[src/rtl/uart_pkg.sv]
// Shared UART definitions: transmitter state encoding and frame-length helpers
// used by the TX block (and a future RX block).
package uart_pkg;

  typedef enum logic [2:0] {
    IDLE,
    POP,
    WAIT,
    START,
    DATA,
    PARITY,
    STOP
  } tx_state_t;

  // Serial bit periods in one frame: start + data + optional parity + stop.
  function automatic int frame_bits(input int data_w, input int parity_en, input int stop_bits);
    return 1 + data_w + parity_en + stop_bits;
  endfunction

  function automatic int frame_clks(input int clks_per_bit, input int data_w,
                                    input int parity_en, input int stop_bits);
    return clks_per_bit * frame_bits(data_w, parity_en, stop_bits);
  endfunction

endpackage

[src/rtl/uart_baud_cnt.sv]
// Baud-period counter: counts 0..CLKS_PER_BIT-1 and flags the last cycle of
// each bit period; a synchronous clear restarts the period.
module uart_baud_cnt #(
  parameter int CLKS_PER_BIT = 16,
  localparam int CNT_W = $clog2(CLKS_PER_BIT)
) (
  input  logic             clk,
  input  logic             rst,
  input  logic             clr,
  output logic [CNT_W-1:0] cnt,
  output logic             bit_tick
);

  localparam logic [CNT_W-1:0] CNT_LAST = CNT_W'(CLKS_PER_BIT - 1);

  assign bit_tick = (cnt == CNT_LAST);

  // NOTE: sequential state is updated with non-blocking assignments so every
  // flop samples pre-edge values regardless of process evaluation order.
  always_ff @(posedge clk or negedge rst) begin
    if (!rst) begin
      cnt <= '0;
    end else if (clr || bit_tick) begin
      cnt <= '0;
    end else begin
      cnt <= cnt + 1'b1;
    end
  end

endmodule

[src/rtl/fifo_uart_tx.sv]
// UART transmitter fed from a byte FIFO read port: pops one byte per frame and
// sends start, LSB-first data, optional parity and stop bits on a registered txd.
module fifo_uart_tx
  import uart_pkg::*;
#(
  parameter int CLKS_PER_BIT = 16,
  parameter int DATA_W       = 8,
  parameter int PARITY_EN    = 0,
  parameter int PARITY_ODD   = 0,
  parameter int STOP_BITS    = 1
) (
  input  logic              clk,
  input  logic              rst,
  input  logic              tx_enb,
  input  logic              fifo_empty,
  input  logic [DATA_W-1:0] fifo_data,
  output logic              fifo_rd_enb,
  output logic              txd,
  output logic              busy,
  output logic              tx_done
);

  localparam int CNT_W = $clog2(CLKS_PER_BIT);
  localparam int IDX_W = $clog2(DATA_W) + 1;

  localparam logic [CNT_W-1:0] CNT_PRE_LAST  = CNT_W'(CLKS_PER_BIT - 2);
  localparam logic [IDX_W-1:0] IDX_DATA_LAST = IDX_W'(DATA_W - 1);
  localparam logic [IDX_W-1:0] IDX_STOP_LAST = IDX_W'(STOP_BITS - 1);

  tx_state_t         state, state_next;
  logic [IDX_W-1:0]  bit_idx, bit_idx_next;
  logic [DATA_W-1:0] shreg, data_shift;
  logic [CNT_W-1:0]  cnt;
  logic              bit_tick, state_chg, txd_next, done_next;

  uart_baud_cnt #(.CLKS_PER_BIT(CLKS_PER_BIT)) u_baud (
    .clk      (clk),
    .rst      (rst),
    .clr      (state_chg),
    .cnt      (cnt),
    .bit_tick (bit_tick)
  );

  // NOTE: every variable driven here gets a default first, so no path through
  // the case leaves one unassigned and no latch is inferred.
  always_comb begin
    state_next   = state;
    bit_idx_next = bit_idx;
    case (state)
      IDLE:   if (tx_enb && !fifo_empty) state_next = POP;
      POP:    state_next = WAIT;
      WAIT:   state_next = START;
      START:  if (bit_tick) state_next = DATA;
      DATA: begin
        if (bit_tick) begin
          if (bit_idx == IDX_DATA_LAST) state_next = (PARITY_EN != 0) ? PARITY : STOP;
          else                          bit_idx_next = bit_idx + 1'b1;
        end
      end
      PARITY: if (bit_tick) state_next = STOP;
      STOP: begin
        if (bit_tick) begin
          if (bit_idx == IDX_STOP_LAST) state_next = (tx_enb && !fifo_empty) ? POP : IDLE;
          else                          bit_idx_next = bit_idx + 1'b1;
        end
      end
      default: state_next = IDLE;
    endcase
    // bit_idx and the baud counter both restart on entry to any state.
    state_chg = (state_next != state);
    if (state_chg) bit_idx_next = '0;
  end

  // txd is registered, so it is computed from where the FSM is heading.
  always_comb begin
    data_shift = shreg >> bit_idx_next;
    case (state_next)
      START:   txd_next = 1'b0;
      DATA:    txd_next = data_shift[0];
      PARITY:  txd_next = (^shreg) ^ 1'(PARITY_ODD);
      default: txd_next = 1'b1;
    endcase
    // Registered pulse lands on the final stop cycle, so arm it one cycle early.
    done_next = (state == STOP) && (bit_idx == IDX_STOP_LAST) && (cnt == CNT_PRE_LAST);
  end

  always_ff @(posedge clk or negedge rst) begin
    if (!rst) begin
      state   <= IDLE;
      bit_idx <= '0;
      shreg   <= '0;
      txd     <= 1'b1;
      tx_done <= 1'b0;
    end else begin
      state   <= state_next;
      bit_idx <= bit_idx_next;
      txd     <= txd_next;
      tx_done <= done_next;
      if (state == WAIT) shreg <= fifo_data;
    end
  end

  assign fifo_rd_enb = (state == POP);
  assign busy        = (state != IDLE);

endmodule

[config.mk]
export PLATFORM = sky130hd
export DESIGN_NAME = fifo_uart_tx
export DESIGN_NICKNAME = d
export VERILOG_FILES = /design/src/rtl/uart_pkg.sv /design/src/rtl/uart_baud_cnt.sv /design/src/rtl/fifo_uart_tx.sv
export SDC_FILE = /design/constraint.sdc
export NUM_CORES = 1
export LEC_CHECK = 0
export ABC_CLOCK_PERIOD_IN_PS = 3500
export CELL_PAD_IN_SITES_DETAIL_PLACEMENT = 1
export CELL_PAD_IN_SITES_GLOBAL_PLACEMENT = 2
export CORE_MARGIN = 2
export CORE_UTILIZATION = 38
export DETAILED_ROUTE_END_ITERATION = 12
export PLACE_DENSITY = 0.94
export SLEW_MARGIN = 20
export SYNTH_ARGS = -nofsm -noshare
export SYNTH_HDL_FRONTEND = slang
export SYNTH_HIERARCHICAL = 1
export SYNTH_SLANG_ARGS = --single-unit
[constraint.sdc]
create_clock -name clk -period 3.5 [get_ports clk]
set_input_delay 0.7 -clock clk [delete_from_list [all_inputs] [get_ports clk]]
set_output_delay 0.7 -clock clk [all_outputs]
set_load 0.01 [all_outputs]
==> results.ini, run 1 <==
[outcome]
status = completed

[timing]
rsz0062_at_grt = no
fmax_mhz = 379.8
slew_violations = 0
slew_headroom = 0.3416
fin_crit_ns = 2.633
timing.final.crit_share = 0.7522
worst_pin_slew_ns = 0.9845
finalSetupTns_ns = 0
fin_worst_skew_ns = 0.004526
finalHoldViolCount = 0
finalSetupViolCount = 0

[flow_run]
maxCapViolCount = 0

[yosys]
yosysSeqAreaShare = 0.3729
synth_area_sq_um = 1413
synth_edf_count = 0
synth_cell_type_count = 48
synth_common_cells = dfrtp_1 (20), nand2_1 (13), mux2_2 (11), xnor2_1 (8), nor2_1 (6)
yosysTopAreaCell = dfrtp_1
synth_seq_cells = 21
ys_warn_count = 6
synth_area_leaders = dfrtp_1 (35%), mux2_2 (8.8%), xnor2_1 (5.0%), nand2_1 (3.5%), ha_1 (2.7%)
syn_avg_cell_area_sq_um = 10.24
synth.most_common_cell = dfrtp_1
synth_ff_type = dfrtp_1
synth_top_area_share = 0.3543
synth_fp_nets = 153
async_flop_share = 1.000
netlist_instances = 138

[critical_path]
path_cells = clkdlybuf4s50_1, nor2b_1, o32ai_1, nor4b_2, a21o_1, mux2_2, a31o_1
cp-end-kind = flop
crit_arrival_ns = 2.83
worstPathRequired_ns = 3.70
max_stage_delay_ns = 0.46
crit_type = input port to flop
start_kind = input port
path_max_fanout = 6
crit_family = simple AND/OR/NAND/NOR gates
critPathBufInv = 1
startpoint = tx_enb
r2r_start = u_baud/cnt[0]
reg2reg_depth = 7
crit_slowest_cell = nor4b_2
worstSetupPathDepth = 7

[clocking]
clkSinkCount = 21
clock_latency_ns = 0.26
cts_buffers = 3
holdBufCountCts = 0
htree_num_levels = 1
ctsResizeCount = 0
clk_path_buf_depth = 2
root_buffer = clkbuf_8
cts_setup_buffers = 0
tritoncts = built
clk_pin_slew_ns = 0.08

[placed_design]
dp.cells = 196
place.port_buffers = 15
post-dp-hpwl_mm = 2.540
globalplace.congestion = 0.7518
placed_cell_area_sq_um = 1599

[layout]
stdcell_count = 200
nets = 168
antenna_cells = 0
drive_gt1_frac = 0.1645
final_cell_area_sq_um = 1644
area_growth_syn_to_layout_pct = 16.39
final_util = 0.4559

[power_and_ir_drop]
powerDensity_nw_per_um2 = 279.5
irDropWorstVdd_uv = 185.7
leakage_uw = 0.0006748
power_uw = 459.6

[route]
detail_route.first_pass.iterations = 3
viasPerCell = 5.650
wire_per_inst_microns = 16.70
routed_wl_mm = 3.339
initialDrtViolationCount = 28
dr_total_vias = 1130
drc = 0
drt.antenna.violating_nets = 0

[global_routing]
grt_pass1_vias = 1239
grt-ovfl-total = 0
antenna_found_initial = 0
grtUsageTotal = 0.1809
grt_pass1_wl_mm = 5.927
grt_max_degree = 22

[floorplan]
rows = 22
ios = 16
die_w_microns = 64.97
core_area_sq_um = 3606
dieArea_sq_um = 4221
start_util = 0.3917
die_h_microns = 64.97

[min_path]
hp-start = u_baud/cnt[0]
hold_class = flop to flop
hold_depth = 1

[path summary, 6_finish.rpt]
check                                 to  slack [ns]
max in group asynchronous       shreg[1]        1.92
setup reg to reg                     txd        1.00
setup / recovery                     txd        0.87
min in group asynchronous     bit_idx[1]        0.98
hold / removal             u_baud/cnt[0]        0.54
hold reg to reg            u_baud/cnt[0]        0.54
[per-stage QoR]
step,setup slack [ns],hold WS [ns]
6_report,0.8672,0.5353
5_1_grt,0.7409,0.5616
4_1_cts,0.8731,0.5345
3_5_place_dp,0.5894,0.5223
3_3_place_gp,0.7223,0.5058
2_1_floorplan,1.258,0.4044
[where the power goes]
| group | internal [uW] | total, uW | switching [uW] |
|---|---|---|---|
| Clock | 81.1 | 161 | 79.7 |
| Sequential | 248 | 254 | 5.91 |
| Combinational | 26.9 | 44.7 | 17.7 |
| Total | 356 | 460 | 103 |
[cells by family (layout without fill, tap and decap cells)]
family | Yosys count | after routing | synth area share
buffers and inverters | 9 | 23 | 0.02745
xor gates and xnor gates | 9 | 9 | 0.05580
adders and majority gates | 3 | 3 | 0.02658
AOI/OAI and AO/OA | 28 | 28 | 0.1524
DFF | 21 | 21 | 0.3729
muxes | 14 | 14 | 0.1089
and+or+nand+nor | 54 | 54 | 0.2560
[state kept, by name, summed over array words and instances (netlist names)]
signal,count
shreg,8
bit_idx,4
u_baud/cnt,4
state,3
tx_done,1
txd,1
[area by class of cell]
type / count / area (sq um)
timing repair buffer: 15 / 150.1
multi-input combinational: 108 / 847.1
tap: 48 / 60.06
inverter: 4 / 15.01
fill: 409 / 1962
clock buffer: 4 / 45.04
sequential: 21 / 526.8
[routing by layer]
metal / part of all wire / vias up / wire length (microns) / track usage
li1: - / 544 / - / -
met1: 0.44 / 568 / 1473 / 0.2185
met2: 0.52 / 11 / 1740 / 0.3299
met3: 0.022 / 7 / 75 / 0.02431
met4: 0.015 / 0 / 49 / 0.05585
met5: 0 / - / 0 / 0
[layout by cell type, fill, tap and decap left out, types with 2 or more instances in the layout]
cell,n
xnor2_1,8
nor2_1,6
mux2i_1,3
a21oi_1,3
nand2_1,13
a21o_1,3
a211o_1,2
nand3b_1,2
nand2b_1,5
mux2_2,11
nor3_1,2
and4bb_2,2
dfrtp_1,20
ha_1,3
clkbuf_8,3
nor3b_1,3
a311oi_1,3
clkdlybuf4s50_1,15
o21ai_0,4
inv_1,4
nor4_1,3
a32oi_1,3
nor2b_1,5
Note: power is estimated with default switching activity, not from simulation.
==> run 2, diff against run 1 <==
--- a/config.mk
+++ b/config.mk
@@ -5,13 +5,13 @@
 export SDC_FILE = /design/constraint.sdc
 export NUM_CORES = 1
 export LEC_CHECK = 0
-export ABC_CLOCK_PERIOD_IN_PS = 3500
+export ABC_CLOCK_PERIOD_IN_PS = 2200
 export CELL_PAD_IN_SITES_DETAIL_PLACEMENT = 1
 export CELL_PAD_IN_SITES_GLOBAL_PLACEMENT = 2
 export CORE_MARGIN = 2
-export CORE_UTILIZATION = 38
+export CORE_UTILIZATION = 32
 export DETAILED_ROUTE_END_ITERATION = 12
-export PLACE_DENSITY = 0.94
+export PLACE_DENSITY = 0.85
 export SLEW_MARGIN = 20
 export SYNTH_ARGS = -nofsm -noshare
 export SYNTH_HDL_FRONTEND = slang
==> constraint.sdc (replaced) <==
create_clock -name clk -period 2.2 [get_ports clk]
set_input_delay 0.44 -clock clk [delete_from_list [all_inputs] [get_ports clk]]
set_output_delay 0.44 -clock clk [all_outputs]
set_load 0.01 [all_outputs]
==> run 2 against run 1 <==
  * Flip-flop and latch count is the same
  * Clock power rose by 57%
  * Register-to-register slack got worse by 0.98 ns
  * Total power grew 61%
  * Design area is 23% higher
  * Utilization grew 1.6 points
==> results.ini, run 2 (same netlist as run 1, synthesis figures left out) <==
[outcome]
status = completed  ; unchanged

[placed_design]
pre_cts_ws_ns = -0.07754  ; was 0.5894 ns
globalplace.congestion = 0.8362  ; was 0.7518
place.port_buffers = 15  ; unchanged
post-dp-hpwl_mm = 2.799  ; was 2.540 mm

[power_and_ir_drop]
leakage_uw = 0.0008393  ; was 0.0006748 uW
irDropWorstVdd_uv = 335.8  ; was 185.7 uV
powerDensity_nw_per_um2 = 364.7  ; was 279.5 nW/um^2

[critical_path]
crit_arrival_ns = 2.38  ; was 2.83 ns
crit_type = flop to flop  ; was input port to flop
path_max_fanout = 6  ; unchanged
crit_family = compound AO/OA/AOI/OAI gates  ; was simple AND/OR/NAND/NOR gates
cp-end-kind = flop  ; unchanged
max_stage_delay_ns = 0.37  ; was 0.46 ns
start_kind = flop  ; was input port
critPathBufInv = 1  ; unchanged
path_cells = ha_2, and3_4, nand3b_1, nor3_4, buf_6, mux2i_4, a211o_1, o32ai_2, a31o_1  ; was clkdlybuf4s50_1, nor2b_1, o32ai_1, nor4b_2, a21o_1, mux2_2, a31o_1
worstPathRequired_ns = 2.41  ; was 3.70 ns
crit_slowest_cell = dfrtp_1  ; was nor4b_2

[route]
routed_wl_mm = 4.013  ; was 3.339 mm
initialDrtViolationCount = 49  ; was 28
detail_route.first_pass.iterations = 4  ; was 3
viasPerCell = 5.386  ; was 5.650
wire_per_inst_microns = 17.22  ; was 16.70 microns
drc = 0  ; unchanged
dr_total_vias = 1255  ; was 1130
drt.antenna.violating_nets = 0  ; unchanged

[global_routing]
antenna_found_initial = 0  ; unchanged
grt_pass1_vias = 1332  ; was 1239
grt_pass1_wl_mm = 6.306  ; was 5.927 mm
grtUsageTotal = 0.1582  ; was 0.1809
grt_max_degree = 22  ; unchanged
grt-ovfl-total = 0  ; unchanged

[floorplan]
start_util = 0.3290  ; was 0.3917
rows = 24  ; was 22
die_w_microns = 70.44  ; was 64.97 microns
die_h_microns = 70.44  ; was 64.97 microns
ios = 16  ; unchanged
dieArea_sq_um = 4962  ; was 4221 sq um
core_area_sq_um = 4294  ; was 3606 sq um

[layout]
nFillCells = 481  ; was 409
reg_top3 = shreg x8, bit_idx x4, u_baud/cnt x4  ; unchanged
largest_reg_flops = 8  ; unchanged
regMostFlops = shreg  ; unchanged
final_cell_mix = buf_4 (27), dfrtp_1 (17), clkdlybuf4s50_1 (15), nand2_1 (13), mux2_2 (10)  ; was dfrtp_1 (20), clkdlybuf4s50_1 (15), nand2_1 (13), mux2_2 (11), xnor2_1 (8)
area_growth_syn_to_layout_pct = 43.49  ; was 16.39%
final-seq-area_sq_um = 530.5  ; was 526.8 sq um
drive_gt1_frac = 0.4309  ; was 0.1645
multi_input_area_sq_um = 994.7  ; was 847.1 sq um
final_common_cell = buf_4  ; was dfrtp_1
nets = 197  ; was 168
antenna_cells = 0  ; unchanged

[clocking]
htree_num_levels = 1  ; unchanged
clkSinkCount = 21  ; unchanged
holdBufCountCts = 0  ; unchanged
tritoncts = built  ; unchanged
root_buffer = clkbuf_8  ; unchanged
cts_buffers = 3  ; unchanged
clk_pin_slew_ns = 0.08  ; about the same
clk_path_buf_depth = 2  ; unchanged
clock_latency_ns = 0.26  ; about the same

[timing]
slew_headroom = 0.7226  ; was 0.3416
worst_pin_slew_ns = 0.4143  ; was 0.9845 ns
finalHoldViolCount = 0  ; unchanged
fmax_mhz = 459.6
fin_worst_skew_ns = 0.004924  ; was 0.004526 ns
setup_slack_ns = 0.02437  ; was 0.8672 ns
rsz0062_at_grt = yes  ; was no
finalSetupTns_ns = 0  ; unchanged
timing.final.crit_share = 0.9889
finalSetupViolCount = 0  ; unchanged
slew_violations = 0  ; unchanged
fin_crit_ns = 2.176

[min_path]
hold_class = input port to asynchronous set/reset pin  ; was flop to flop

[flow_run]
maxCapViolCount = 0  ; unchanged

[run 2: routing by layer]
| layer | GRT usage | routed length (microns) | up-vias |
|---|---|---|---|
| met5 | 0 | 0 | - |
| met4 | 0.05556 | 47 | 0 |
| met3 | 0.02020 | 68 | 4 |
| met2 | 0.2977 | 2226 | 10 |
| met1 | 0.1806 | 1670 | 638 |
| li1 | - | - | 603 |
[run 2: stage by stage]
step | hold slack, ns | total power [uW] | instance area [sq um] | instances | utilization
2_1_floorplan | 0.1444 | 445.5 | 1420 | 138 | -
3_3_place_gp | 0.5008 | 483.9 | 1739 | 217 | 0.4050
3_5_place_dp | 0.5310 | 486.1 | 1739 | 217 | 0.4050
4_1_cts | 0.5201 | 742.9 | 1866 | 225 | 0.4344
5_1_grt | 0.5513 | 774.8 | 2027 | 233 | 0.4720
6_report | 0.5152 | 739.3 | 2027 | 233 | 0.4720
[run 2: path summary, 6_finish.rpt]
| path | start | to | slack (ns) | cells past startpoint |
|---|---|---|---|---|
| max | u_baud/cnt[1] | txd | 0.02 | 9 |
| min | rst | state[2] | 0.52 | 2 |
| max reg2reg | u_baud/cnt[1] | txd | 0.02 | 9 |
| min reg2reg | u_baud/cnt[3] | u_baud/cnt[3] | 0.54 | 1 |
| max in group asynchronous | rst | txd | 1.41 | 2 |
| min in group clk | u_baud/cnt[3] | u_baud/cnt[3] | 0.54 | 1 |
[run 2: power breakdown]
part | leakage [uW] | internal (uW) | switching (uW) | total, uW
registers | 0.000240 | 395 | 9.74 | 405
clock network | 0.0000255 | 126 | 127 | 253
logic | 0.000574 | 48.4 | 33.2 | 81.5
[run 2: layout make-up]
| type | instances | share of cell area |
|---|---|---|
| multi-input cells | 108 | 0.4907 |
| flip-flops and latches | 21 | 0.2617 |
| repair buffers | 44 | 0.1852 |
| well taps | 52 | 0.03210 |
| clock buffers | 3 | 0.02037 |
| inverters | 4 | 0.007407 |
| clock inverters | 1 | 0.002469 |
[run 2: timing repair]
| action | 4_1_cts | 5_1_grt |
|---|---|---|
| pin swaps | 3 | 15 |
| endpoints found under the setup margin | 2 | 3 |
| gates resized for setup | 12 | 20 |
| buffers inserted | 4 | 8 |
